===== src/rtl/hidden_layer_sequencer_pkg.sv =====
// Shared types and default sizing for the hidden-layer sequencer and datapath.
// Optional HL_SEQ_CYCLE_CNT_EN adds a run-length cycle counter.
package nn_pkg;

  localparam int DEF_N_INPUTS  = 62;
  localparam int DEF_N_NEURONS = 20;
  localparam int DEF_MEM_LAT   = 1;

  function automatic int cw(input int n);
    return (n > 1) ? $clog2(n) : 1;
  endfunction

  localparam int AW = cw(DEF_N_NEURONS * DEF_N_INPUTS);
  localparam int IW = cw(DEF_N_INPUTS);
  localparam int NW = cw(DEF_N_NEURONS);

  typedef enum logic [2:0] {
    IDLE,
    CLEAR,
    MAC,
    DRAIN,
    BIAS,
    ACT,
    STORE,
    FIN
  } hl_state_e;

endpackage


===== src/rtl/hidden_layer_sequencer_if.sv =====
// Control bundle between sequencer, datapath, weight ROM and top handshake.
// cycle_cnt exists only when HL_SEQ_CYCLE_CNT_EN is defined.
interface hidden_layer_sequencer_if
  import nn_pkg::*;
#(
  parameter int A_W = AW,
  parameter int I_W = IW,
  parameter int N_W = NW
);

  logic           start;
  logic [A_W-1:0] w_addr;
  logic [I_W-1:0] in_sel;
  logic           acc_clr;
  logic           acc_en;
  logic           bias_en;
  logic           act_en;
  logic           out_we;
  logic [N_W-1:0] out_addr;
  logic           busy;
  logic           done;
`ifdef HL_SEQ_CYCLE_CNT_EN
  logic [15:0]    cycle_cnt;
`endif

  modport master (
`ifdef HL_SEQ_CYCLE_CNT_EN
    output cycle_cnt,
`endif
    input  start,
    output w_addr,
    output in_sel,
    output acc_clr,
    output acc_en,
    output bias_en,
    output act_en,
    output out_we,
    output out_addr,
    output busy,
    output done
  );

  modport slave (
`ifdef HL_SEQ_CYCLE_CNT_EN
    input  cycle_cnt,
`endif
    output start,
    input  w_addr,
    input  in_sel,
    input  acc_clr,
    input  acc_en,
    input  bias_en,
    input  act_en,
    input  out_we,
    input  out_addr,
    input  busy,
    input  done
  );

endinterface


===== src/rtl/hidden_layer_sequencer_valid_pipe.sv =====
// Issue-valid delay line matching the weight ROM read latency.
// Its output lines up acc_en with the ROM data for each issued address.
module hl_seq_valid_pipe #(
  parameter int DEPTH = 1
) (
  input  logic clk,
  input  logic rst,
  input  logic in_v,
  output logic out_v
);

  logic [DEPTH-1:0] sr;

  always_ff @(posedge clk) begin
    if (rst) begin
      sr <= '0;
    end else begin
      sr <= (sr << 1) | DEPTH'(in_v);
    end
  end

  assign out_v = sr[DEPTH-1];

endmodule


===== src/rtl/hidden_layer_sequencer.sv =====
// Sequences one shared MAC datapath over every hidden-layer neuron.
// HL_SEQ_CYCLE_CNT_EN adds cycle_cnt (length of the last run).
module hidden_layer_sequencer
  import nn_pkg::*;
#(
  parameter int N_INPUTS  = DEF_N_INPUTS,
  parameter int N_NEURONS = DEF_N_NEURONS,
  parameter int MEM_LAT   = DEF_MEM_LAT
) (
  input  logic                     clk,
  input  logic                     rst,
  hidden_layer_sequencer_if.master bus
);

  localparam int A_W = cw(N_NEURONS * N_INPUTS);
  localparam int I_W = cw(N_INPUTS);
  localparam int N_W = cw(N_NEURONS);
  localparam int D_W = cw(MEM_LAT);

  localparam logic [I_W-1:0] I_LAST = I_W'(N_INPUTS - 1);
  localparam logic [N_W-1:0] N_LAST = N_W'(N_NEURONS - 1);
  localparam logic [D_W-1:0] D_LAST = D_W'(MEM_LAT - 1);

  hl_state_e      state;
  hl_state_e      state_nx;
  logic [I_W-1:0] idx;
  logic [N_W-1:0] nrn;
  logic [A_W-1:0] addr;
  logic [D_W-1:0] dcnt;
  logic           issue;
  logic           accept;

  assign accept = (state == IDLE) && bus.start;
  assign issue  = (state == MAC);

  always_ff @(posedge clk) begin
    if (rst) begin
      state <= IDLE;
    end else begin
      state <= state_nx;
    end
  end

  always_comb begin
    state_nx = state;
    unique case (state)
      IDLE:    if (bus.start) state_nx = CLEAR;
      CLEAR:   state_nx = MAC;
      MAC:     if (idx == I_LAST) state_nx = DRAIN;
      DRAIN:   if (dcnt == D_LAST) state_nx = BIAS;
      BIAS:    state_nx = ACT;
      ACT:     state_nx = STORE;
      STORE:   state_nx = (nrn == N_LAST) ? FIN : CLEAR;
      FIN:     state_nx = IDLE;
      default: state_nx = IDLE;
    endcase
  end

  // addr is a running counter: it holds the last address between
  // neurons and steps once more on CLEAR, so no n*N_INPUTS is needed.
  always_ff @(posedge clk) begin
    if (rst) begin
      idx  <= '0;
      nrn  <= '0;
      addr <= '0;
      dcnt <= '0;
    end else begin
      unique case (state)
        IDLE: begin
          if (bus.start) nrn <= '0;
        end
        CLEAR: begin
          idx  <= '0;
          addr <= (nrn == '0) ? '0 : addr + A_W'(1);
        end
        MAC: begin
          dcnt <= '0;
          if (idx != I_LAST) begin
            idx  <= idx + I_W'(1);
            addr <= addr + A_W'(1);
          end
        end
        DRAIN: begin
          dcnt <= dcnt + D_W'(1);
        end
        STORE: begin
          if (nrn != N_LAST) nrn <= nrn + N_W'(1);
        end
        default: begin
        end
      endcase
    end
  end

  hl_seq_valid_pipe #(
    .DEPTH (MEM_LAT)
  ) u_valid_pipe (
    .clk   (clk),
    .rst   (rst),
    .in_v  (issue),
    .out_v (bus.acc_en)
  );

  assign bus.w_addr   = addr;
  assign bus.in_sel   = idx;
  assign bus.out_addr = nrn;
  assign bus.acc_clr  = (state == CLEAR);
  assign bus.bias_en  = (state == BIAS);
  assign bus.act_en   = (state == ACT);
  assign bus.out_we   = (state == STORE);
  assign bus.done     = (state == FIN);
  assign bus.busy     = (state != IDLE) && (state != FIN);

`ifdef HL_SEQ_CYCLE_CNT_EN
  logic [15:0] ccnt;

  // The accepting cycle is counted, so the value equals start->done latency.
  always_ff @(posedge clk) begin
    if (rst) begin
      ccnt <= '0;
    end else if (accept) begin
      ccnt <= 16'd1;
    end else if (bus.busy && ccnt != 16'hFFFF) begin
      ccnt <= ccnt + 16'd1;
    end
  end

  assign bus.cycle_cnt = ccnt;
`else
  logic unused_accept;
  assign unused_accept = accept;
`endif

endmodule


===== src/flat_wrapper.sv =====
// flat-port wrapper written by rule: the top's interface ports become plain ports
module hidden_layer_sequencer_flat import nn_pkg::*;
#(
  parameter int N_INPUTS  = DEF_N_INPUTS,
  parameter int N_NEURONS = DEF_N_NEURONS,
  parameter int MEM_LAT   = DEF_MEM_LAT
)
  (clk, rst, bus_start, bus_w_addr, bus_in_sel, bus_acc_clr, bus_acc_en, bus_bias_en, bus_act_en, bus_out_we, bus_out_addr, bus_busy, bus_done);
  hidden_layer_sequencer_if bus_i ();
  input  logic clk;
  input  logic rst;
  input wire logic [$bits(bus_i.start)-1:0] bus_start;
  output wire logic [$bits(bus_i.w_addr)-1:0] bus_w_addr;
  output wire logic [$bits(bus_i.in_sel)-1:0] bus_in_sel;
  output wire logic [$bits(bus_i.acc_clr)-1:0] bus_acc_clr;
  output wire logic [$bits(bus_i.acc_en)-1:0] bus_acc_en;
  output wire logic [$bits(bus_i.bias_en)-1:0] bus_bias_en;
  output wire logic [$bits(bus_i.act_en)-1:0] bus_act_en;
  output wire logic [$bits(bus_i.out_we)-1:0] bus_out_we;
  output wire logic [$bits(bus_i.out_addr)-1:0] bus_out_addr;
  output wire logic [$bits(bus_i.busy)-1:0] bus_busy;
  output wire logic [$bits(bus_i.done)-1:0] bus_done;
  assign bus_i.start = bus_start;
  assign bus_w_addr = bus_i.w_addr;
  assign bus_in_sel = bus_i.in_sel;
  assign bus_acc_clr = bus_i.acc_clr;
  assign bus_acc_en = bus_i.acc_en;
  assign bus_bias_en = bus_i.bias_en;
  assign bus_act_en = bus_i.act_en;
  assign bus_out_we = bus_i.out_we;
  assign bus_out_addr = bus_i.out_addr;
  assign bus_busy = bus_i.busy;
  assign bus_done = bus_i.done;
  hidden_layer_sequencer #(.N_INPUTS(N_INPUTS), .N_NEURONS(N_NEURONS), .MEM_LAT(MEM_LAT)) u_core (.clk(clk), .rst(rst), .bus(bus_i));
endmodule

===== config.mk =====
export PLATFORM = sky130hd
export DESIGN_NAME = hidden_layer_sequencer_flat
export DESIGN_NICKNAME = d
export VERILOG_FILES = /design/src/rtl/hidden_layer_sequencer_pkg.sv /design/src/rtl/hidden_layer_sequencer_if.sv /design/src/rtl/hidden_layer_sequencer_valid_pipe.sv /design/src/rtl/hidden_layer_sequencer.sv /design/src/flat_wrapper.sv
export SDC_FILE = /design/constraint.sdc
export NUM_CORES = 1
export LEC_CHECK = 0
export CAP_MARGIN = 15
export CORE_ASPECT_RATIO = 2
export CORE_MARGIN = 2
export CORE_UTILIZATION = 49
export CTS_BUF_LIST = sky130_fd_sc_hd__clkbuf_4 sky130_fd_sc_hd__clkbuf_8 sky130_fd_sc_hd__clkbuf_16
export CTS_CLUSTER_DIAMETER = 120
export CTS_CLUSTER_SIZE = 25
export DETAILED_ROUTE_END_ITERATION = 10
export HOLD_SLACK_MARGIN = 0.1
export MAX_ROUTING_LAYER = met4
export PLACE_DENSITY_LB_ADDON = 0.05
export SLEW_MARGIN = 20
export SYNTH_ARGS = -nofsm -noshare
export SYNTH_HDL_FRONTEND = slang
export SYNTH_SLANG_ARGS = --single-unit

===== constraint.sdc =====
create_clock -name clk -period 2.1 [get_ports clk]
set_clock_uncertainty 0.15 [all_clocks]
set_input_delay 0.63 -clock clk [delete_from_list [all_inputs] [get_ports clk]]
set_output_delay 0.63 -clock clk [all_outputs]
set_load 0.01 [all_outputs]

==> results.sh, run 1 <==
export IMPL_hp_class="flop to flop"
export IMPL_cap_violations=0
export IMPL_drc_errors=0
export IMPL_setup_violations_final=0
export IMPL_cts_tree="built"
export IMPL_place_congestion=0.7887
export IMPL_clockRootBuffer="clkbuf_8"
export IMPL_grt_overflow_total=0
export IMPL_post_place_ws_ns=-0.3134
export IMPL_clock_latency_ns=0.27
export IMPL_synthArstFlopShare_pct=0
export IMPL_io_pins=32
export IMPL_timing_final_crit_period_ns=2.073
export IMPL_critPathBufInv=1
export IMPL_crit_chain="clkdlybuf4s50_1, or3b_4, a2111oi_4, xnor2_1, nor2_1"
export IMPL_nets=222
export IMPL_drtIter0Drc=9
export IMPL_cp_end_kind="flop"
export IMPL_antenna_found_initial=0
export IMPL_fin_crit_sh_pct=98.72
export IMPL_h_tree_depth=1
export IMPL_final_util_pct=70.32
export IMPL_slowest_stage="clkdlybuf4s50_1"
export IMPL_path_class="input pin to flop"
export IMPL_synth_area_um2=1388
export IMPL_synthDistinctLibCells=40
export IMPL_yosysWarnings=0
export IMPL_path_max_fanout=2
export IMPL_viasPerCell=5.715
export IMPL_crit_required_ns=2.12
export IMPL_power_density_nw_per_um2=552.0
export IMPL_placed_cells=238
export IMPL_yosys_area_top_type="dfxtp_1"
export IMPL_drt_first_pass_iters=4
export IMPL_drive_gt1_share_pct=16.43
export IMPL_drt_wirelength_per_cell_um=13.91
export IMPL_worstSetupStartpointType="input pin"
export IMPL_ys_ff_latch=27
export IMPL_dieHeight_um=79.26
export IMPL_grt_pass1_vias=1303
export IMPL_slew_viol_final=0
export IMPL_whs_ns=0.3360
export IMPL_cts_made_buffers=3
export IMPL_rows=27
export IMPL_crit_family="buffers and inverters"
export IMPL_worst_slack_ns=0.02684
export IMPL_leakagePower_nw=0.6847
export IMPL_grt_max_degree=24
export IMPL_synth_edf_count=0
export IMPL_post_cts_setup_buffers=0
export IMPL_yosysSeqAreaShare_pct=38.95
export IMPL_clkSlewWorstSetupHoldPaths_ns=0.09
export IMPL_grt_use_total_pct=21.82
export IMPL_synth_top_flop_cell="dfxtp_1"
export IMPL_grt_pass1_wl_um=5533
export IMPL_ys_top_cells_by_area="dfxtp_1 (39%), a21oi_1 (7.2%), ha_1 (4.5%), nand2_1 (3.8%), or3_1 (3.6%)"
export IMPL_fin_cells=242
export IMPL_route_antenna_remaining_nets=0
export IMPL_hold_violations=0
export IMPL_start_util_pct=50.71
export IMPL_synth_top_area_share_pct=38.95
export IMPL_core_um2=2736
export IMPL_synthCells=168
export IMPL_portBuffers=31
export IMPL_synthToLayoutAreaGrowth_pct=38.68
export IMPL_clock_sinks=27
export IMPL_hold_buffers=0
export IMPL_synth_commonest_cells="dfxtp_1 (27), a21oi_1 (20), nand2_1 (14)"
export IMPL_reg2reg_slack_ns=0.19
export IMPL_dp_hpwl_um=2641
export IMPL_vdd_drop_max_v=0.0004679
export IMPL_die_area_um2=3299
export IMPL_relSlewSlack_pct=68.44
export IMPL_max_freq_mhz=482.4
export IMPL_fp_dieW_um=41.63
export IMPL_vias=1383
export IMPL_avgSynthCellArea_um2=8.259
export IMPL_status="finished, final reports clean"
export IMPL_finalWirelength_um=3367
export IMPL_worst_slew_pin_slew_ns=0.4690
export IMPL_rsz0062_at_grt="no"
export IMPL_antenna_cells=0
export IMPL_critical_path_max_stage_delay_ns=0.48
export IMPL_arrival_ns=2.09
export IMPL_clk_path_buf_depth=2
export IMPL_synth_fp_nets=176
export IMPL_yosys_cell_count_top_type="dfxtp_1"
## worst reg2reg max path, delay by kind of cell, from the launching register on
kind / cells / cell delay [ns]
AND/OR/NAND/NOR: 1 / 0.51
buffers and inverters: 2 / 0.36
AO/OA/AOI/OAI: 2 / 0.28
flip-flops: 1 / 0.37
XOR/XNOR: 1 / 0.18
## worst paths after layout
path,startpoint,to,cells after the start
hold reg to reg,u_core.bus.w_addr[10],u_core.bus.w_addr[10],2
hold / removal,u_core.bus.w_addr[10],u_core.bus.w_addr[10],2
setup / recovery,bus_start,u_core.bus.out_addr[3],5
setup reg to reg,u_core.state[0],u_core.bus.w_addr[7],6
## cells by family (layout without fill, tap and decap cells)
family          count (synthesis)  after routing  synth area share (%)
compound gates                 48             48                 22.36
simple gates                   65             65                 25.16
buf+inv                        16             61                 4.509
xor+xnor                        6              6                 3.788
mux                             1              1                0.7214
flops                          27             27                 38.95
fa+ha+maj                       5              5                 4.509
## metrics by stage
stage / setup TNS, ns / total power, mW / cell area (um^2)
4_1_cts: 0 / 1.069 / 1907
6_report: 0 / 1.062 / 1924
3_5_place_dp: -0.5038 / 0.7611 / 1833
5_1_grt: 0 / 1.111 / 1924
3_3_place_gp: -0.4066 / 0.7537 / 1833
2_1_floorplan: 0 / 0.6607 / 1388
## power breakdown
group	internal (mW)	switching [mW]
Combinational	0.101	0.113
Clock	0.149	0.154
Sequential	0.526	0.0206
Total	0.775	0.287
## repair_timing
action,4_1_cts,5_1_grt
cloned,0,0
pin swaps,0,1
resized for setup,14,8
setup endpoints to repair,7,7
## state kept, by name, summed over array words and instances, names as in the netlist
register	cells
u_core.dcnt	1
u_core.state	3
u_core.bus.out_addr	5
u_core.bus.w_addr	11
u_core.u_valid_pipe.out_v	1
u_core.bus.in_sel	6
## layout by cell type (no fill, tap or decap), types with 2 or more instances in the layout
cell type        Yosys  final
a21oi_1             20     20
dlygate4sd2_1        0      4
xor2_1               3      3
ha_1                 5      5
or3_1                8      8
nand3_1              8      8
nor2b_1              3      2
xnor2_1              3      3
o21ai_1              6      6
and2_1               2      2
clkdlybuf4s50_1      0     25
o21a_1               2      2
dfxtp_2              0      5
o31a_1               2      2
dfxtp_1             27     21
nand2_1             14     14
or4_1                5      5
inv_1                8      8
nor3_1               4      3
buf_4                0     16
o31ai_1              5      5
a21o_1               3      3
clkdlybuf4s15_1      0      2
nor2_1               8      8
nand2b_1             2      2
clkbuf_8             0      3
o21ai_0              3      3
nor4_1               4      4
## routing by layer
layer | global-route usage [%] | vias up | wire length (um)
li1 | - | 703 | -
met1 | 19.89 | 640 | 1209
met2 | 42.19 | 27 | 1940
met3 | 2.500 | 13 | 91
met4 | 11.61 | 0 | 125
met5 | - | - | 0
## layout make-up
cell class | instances | area [um^2]
Tap cell | 29 | 36.28
Multi-Input combinational cell | 125 | 818.3
Fill cell | 241 | 812.0
Inverter | 9 | 33.78
Clock buffer | 4 | 48.80
Sequential cell | 27 | 550.5
Timing Repair Buffer | 48 | 436.7
No activity file was read; power rests on OpenSTA's default activity.
==> run 2: changes to the inputs <==
- CAP_MARGIN: 15 -> not set
- GPL_ROUTABILITY_DRIVEN: not set -> 0
- PLACE_DENSITY: not set -> 0.85
- PLACE_DENSITY_LB_ADDON: 0.05 -> not set
==> run 2 against run 1 <==
Net effect: critical path type is now flop to primary output; sequential share of layout area is 0.14 points higher; combinational power about the same; clock-buffer cell count down 1; via count grew 2.2%; register-to-register slack worse by 0.05 ns; global-route usage is 0.51 points higher; die area stayed put; worst hold slack got worse by 0.023 ns; power is 1.3% lower; fmax up 1.1%; wire length grew 2.4%.
==> results.sh, run 2 (synthesized netlist as in run 1, its figures left out) <==
export IMPL_total_power_mw=1.049
export IMPL_fillerInstances=219
export IMPL_crit_chain="clkdlybuf4s50_1"
export IMPL_hold_depth=2
export IMPL_portBuffers=31
export IMPL_drt_first_pass_iters=4
export IMPL_switching_power_mw=0.2881
export IMPL_whs_endpoint="u_core.bus.in_sel[1]"
export IMPL_die_area_um2=3299
export IMPL_core_um2=2736
export IMPL_cp_end_kind="primary output"
export IMPL_hp_start="u_core.bus.in_sel[1]"
export IMPL_worst_slack_ns=0.04927
export IMPL_tns_ns=0
export IMPL_path_class="flop to primary output"
export IMPL_worstSetupStartpointType="flop"
export IMPL_grt_pass1_wl_um=5727
export IMPL_crit_family="buffers and inverters"
export IMPL_nets=220
export IMPL_clkSlewWorstSetupHoldPaths_ns=0.09
export IMPL_hold_violations=0
export IMPL_grt_overflow_total=0
export IMPL_grt_use_total_pct=22.33
export IMPL_arrival_ns=1.27
export IMPL_grt_pass1_vias=1363
export IMPL_cts_made_buffers=3
export IMPL_internal_power_mw=0.7606
export IMPL_timing_final_crit_period_ns=2.051
export IMPL_vdd_drop_max_v=0.0005232
export IMPL_post_place_ws_ns=-0.3085
export IMPL_viasPerCell=5.892
export IMPL_clock_latency_ns=0.27
export IMPL_start_util_pct=50.71
export IMPL_h_tree_depth=1
export IMPL_clock_sinks=27
export IMPL_post_cts_setup_buffers=0
export IMPL_antenna_cells=0
export IMPL_grt_max_degree=34
export IMPL_drt_wirelength_per_cell_um=14.37
export IMPL_worst_slew_pin_slew_ns=0.3735
export IMPL_fin_cells=240
export IMPL_switching_share_pct=27.47
export IMPL_crit_required_ns=1.32
export IMPL_hp_class="flop to flop"
export IMPL_cap_violations=0
export IMPL_cts_tree="built"
export IMPL_antenna_found_initial=0
export IMPL_max_freq_mhz=487.6
export IMPL_drtIter0Drc=29
export IMPL_slowest_stage="clkdlybuf4s50_1"
export IMPL_dp_hpwl_um=2707
export IMPL_setup_violations_final=0
export IMPL_comb_power_share_pct=20.5
export IMPL_drc_errors=0
export IMPL_r2r_start="u_core.state[1]"
export IMPL_p_seq_share_pct=51.9
export IMPL_relSlewSlack_pct=75.05
export IMPL_rows=27
export IMPL_io_pins=32
export IMPL_rsz0062_at_grt="yes"
export IMPL_r2r_end="u_core.bus.w_addr[7]"
export IMPL_drive_gt1_share_pct=14.69
export IMPL_clockPowerShare_pct=27.6
export IMPL_final_cell_mix="clkdlybuf4s50_1 (25), dfxtp_1 (22), a21oi_1 (20)"
export IMPL_leakagePower_nw=0.6862
export IMPL_dieHeight_um=79.26
export IMPL_ff2ff_path_depth=6
export IMPL_final_common_cell="clkdlybuf4s50_1"
export IMPL_clk_path_buf_depth=2
export IMPL_largest_reg_flops=11
export IMPL_path_max_fanout=6
export IMPL_whs_ns=0.3132
export IMPL_cp_startpoint="u_core.bus.w_addr[2]"
export IMPL_placed_cells=236
export IMPL_status="finished, final reports clean"
export IMPL_critical_path_max_stage_delay_ns=0.57
export IMPL_fp_dieW_um=41.63
export IMPL_critPathBufInv=1
export IMPL_power_density_nw_per_um2=548.8
export IMPL_synthToLayoutAreaGrowth_pct=37.69
export IMPL_finalWirelength_um=3449
export IMPL_fin_crit_sh_pct=97.65
export IMPL_reg2reg_slack_ns=0.14
export IMPL_clockRootBuffer="clkbuf_8"
export IMPL_vias=1414
export IMPL_slew_viol_final=0
export IMPL_route_antenna_remaining_nets=0
-- run 2: cell types whose count changed in the layout (fill, tap and decap cells not counted) --
cell	previous run	this run
clkinv_2	0	1
clkbuf_4	1	0
buf_12	0	1
clkdlybuf4s15_1	2	0
dfxtp_1	21	22
buf_4	16	13
and3_1	0	1
dlygate4sd2_1	4	6
and3_4	1	0
dfxtp_2	5	4
-- run 2: tightest hold or removal path, delay by kind of cell (launching register included) --
kind | cells | cell delay (ns)
flip-flops | 1 | 0.33
AO/OA/AOI/OAI | 1 | 0.05
AND/OR/NAND/NOR | 1 | 0.05
-- run 2: how the worst max path moves through the flow --
stage	slack [ns]	cells past startpoint	to
after floorplan	0.22	7	u_core.bus.w_addr[0]
after global placement	-0.26	5	u_core.bus.out_addr[3]
after detailed placement	-0.31	5	u_core.bus.out_addr[3]
after CTS	0.005	5	u_core.bus.out_addr[3]
after global routing	-0.003	3	bus_acc_clr
final	0.05	1	bus_w_addr[2]
-- run 2: repair_timing --
action                     CTS  global route
setup endpoints to repair    8             6
pin swaps                    0             1
resized for setup           12             6
hold buffers                 0             0
gates cloned                 0             0
-- run 2: layout make-up --
cell class | count | area [um^2] | area share [%]
Multi-Input combinational cell | 125 | 813.3 | 42.57
Timing Repair Buffer | 46 | 431.7 | 22.59
Inverter | 9 | 33.78 | 1.768
Tap cell | 29 | 36.28 | 1.899
Clock buffer | 3 | 41.29 | 2.161
Sequential cell | 27 | 549.3 | 28.75
Clock inverter | 1 | 5.005 | 0.2620
-- run 2: layer usage --
layer | up-vias | GRT usage [%] | part of all wire [%]
li1 | 699 | - | -
met1 | 675 | 19.69 | 36
met2 | 34 | 46.72 | 60
met3 | 6 | 1.364 | 2.7
met4 | 0 | 7.742 | 1.7
met5 | - | - | 0
-- run 2: power groups by stage --
stage                     registers [mW]  clock network (mW)  logic (mW)
after CTS                          0.542               0.296       0.210
after global placement             0.551                   0       0.204
after floorplan                    0.552                   0       0.109
after detailed placement           0.552                   0       0.210
after global routing               0.546               0.312       0.232
final                              0.544               0.289       0.215
-- run 2: metrics by stage --
step                area [um^2]  util, %
floorplan                  1388        -
global placement           1831    66.90
detailed placement         1831    66.90
CTS                        1893    69.18
global route               1911    69.82
finish                     1911    69.82
==> run 3: changes to the inputs <==
- CORE_UTILIZATION: 49 -> 53
- GPL_ROUTABILITY_DRIVEN: 0 -> not set
- PLACE_DENSITY: 0.85 -> 0.91
- SLEW_MARGIN: 20 -> not set
- clock period: 2.1 -> 2.5 ns (I/O delays scaled with it)
==> run 3 against run 2 <==
Net effect: cell count shrank 4.6%; non-clock buffer count shrank 10; power shrank 18%; clock power shrank 12%; core utilization grew 1.9 points; sequential share of layout area grew 1.4 points; via count shrank 3.5%; largest power group unchanged; critical path depth grew 2.
==> results.sh, run 3 (synthesized netlist as in run 1, its figures left out) <==
export IMPL_drt_wirelength_per_cell_um=14.36
export IMPL_route_antenna_remaining_nets=0
export IMPL_rsz0062_at_grt="no"
export IMPL_portBuffers=31
export IMPL_cts_made_buffers=3
export IMPL_top_layer_used="met4"
export IMPL_cp_end_kind="primary output"
export IMPL_hp_start="u_core.bus.w_addr[10]"
export IMPL_crit_required_ns=1.60
export IMPL_wl_met1_um=1135
export IMPL_r2r_end="u_core.bus.w_addr[10]"
export IMPL_cts_resized=7
export IMPL_clk_path_buf_depth=2
export IMPL_path_class="flop to primary output"
export IMPL_grt_pass1_vias=1333
export IMPL_final_common_cell="clkdlybuf4s50_1"
export IMPL_place_congestion=0.8111
export IMPL_grt_max_degree=34
export IMPL_dieHeight_um=76.36
export IMPL_total_power_mw=0.8629
export IMPL_drtIter0Drc=20
export IMPL_routed_wl_met3_um=80
export IMPL_clock_sinks=27
export IMPL_start_util_pct=54.68
export IMPL_status="finished, final reports clean"
export IMPL_timing_final_crit_period_ns=2.432
export IMPL_drive_gt1_share_pct=8.955
export IMPL_final_cell_mix="clkdlybuf4s50_1 (28), dfxtp_1 (24), a21oi_1 (20)"
export IMPL_tns_ns=0
export IMPL_hold_depth=2
export IMPL_whs_endpoint="u_core.bus.w_addr[10]"
export IMPL_dp_hpwl_um=2577
export IMPL_routed_wl_met2_um=1880
export IMPL_viasPerCell=5.961
export IMPL_grt_overflow_total=0
export IMPL_worstSetupStartpointType="flop"
export IMPL_worst_slew_pin_slew_ns=0.4946
export IMPL_cap_violations=0
export IMPL_r2r_start="u_core.bus.in_sel[1]"
export IMPL_vias=1365
export IMPL_synthToLayoutAreaGrowth_pct=31.11
export IMPL_fp_dieW_um=40.18
export IMPL_fillerInstances=201
export IMPL_setup_violations_final=0
export IMPL_rows=26
export IMPL_hold_buffers=0
export IMPL_core_um2=2537
export IMPL_path_max_fanout=10
export IMPL_nets=210
export IMPL_ff2ff_path_depth=7
export IMPL_drc_errors=0
export IMPL_max_freq_mhz=411.2
export IMPL_power_density_nw_per_um2=474.3
export IMPL_antenna_found_initial=0
export IMPL_grt_pass1_wl_um=5375
export IMPL_drt_first_pass_iters=5
export IMPL_fin_crit_sh_pct=97.27
export IMPL_clkSlewWorstSetupHoldPaths_ns=0.08
export IMPL_cts_tree="built"
export IMPL_largest_reg_flops=11
export IMPL_clock_latency_ns=0.27
export IMPL_slew_viol_final=0
export IMPL_reg2reg_slack_ns=0.57
export IMPL_finalWirelength_um=3288
export IMPL_leakagePower_nw=0.6305
export IMPL_antenna_cells=0
export IMPL_post_cts_setup_buffers=0
export IMPL_die_area_um2=3068
export IMPL_arrival_ns=1.53
export IMPL_relSlewSlack_pct=66.72
export IMPL_hp_class="flop to flop"
export IMPL_clockRootBuffer="clkbuf_8"
export IMPL_grt_use_total_pct=24.90
export IMPL_hold_violations=0
export IMPL_h_tree_depth=1
export IMPL_vdd_drop_max_v=0.0005225
export IMPL_io_pins=32
-- run 3: cell types whose count changed in the layout (fill, tap and decap cells not counted), moves of 2 or more --
cell	change
dlygate4sd2_1	-4
clkdlybuf4s50_1	+3
dfxtp_1	+2
dfxtp_2	-3
buf_4	-9
-- run 3: how the worst max path moves through the flow --
stage | start | endpoint | slack, ns
2_1_floorplan | bus_start | u_core.bus.out_addr[3] | 0.55
3_3_place_gp | bus_start | u_core.bus.out_addr[3] | 0.03
3_5_place_dp | bus_start | u_core.bus.out_addr[3] | -0.02
4_1_cts | u_core.state[1] | bus_out_we | 0.02
5_1_grt | u_core.state[0] | bus_out_we | 0.007
6_report | u_core.state[0] | bus_bias_en | 0.07
-- run 3: routing by layer --
| layer | vias to the layer above | GRT usage (%) |
|---|---|---|
| met4 | 0 | 17.67 |
| met2 | 35 | 43.71 |
| met3 | 16 | 1.749 |
| li1 | 671 | - |
| met1 | 643 | 22.01 |
| met5 | - | - |
-- run 3: power by group --
group	switching [mW]	internal (mW)
registers	0.0180	0.441
clock network	0.129	0.125
logic	0.0856	0.0647
-- run 3: cell type report --
| cell class | instances | area [um^2] | share of cell area [%] |
|---|---|---|---|
| Clock buffer | 4 | 48.80 | 2.682 |
| Timing Repair Buffer | 36 | 360.3 | 19.81 |
| Multi-Input combinational cell | 125 | 792.0 | 43.54 |
| Tap cell | 28 | 35.03 | 1.926 |
| Inverter | 9 | 33.78 | 1.857 |
| Sequential cell | 27 | 549.3 | 30.19 |
-- run 3: stage by stage --
step           instances  setup WS, ns  cell area (um^2)  hold WS (ns)  util, %
2_1_floorplan        168        0.5458              1388        0.3174        -
3_3_place_gp         225       0.03163              1754        0.3119    69.13
3_5_place_dp         225      -0.01963              1754        0.3307    69.13
4_1_cts              229       0.01713              1812        0.3431    71.40
5_1_grt              229      0.007100              1819        0.3702    71.70
6_report             229       0.06833              1819        0.3449    71.70
-- run 3: worst max-delay path: stages (launching register included) --
cell and delay [ns]:
dfxtp_2 0.35, buf_4 0.17, nor3_1 0.18, clkdlybuf4s50_1 0.56
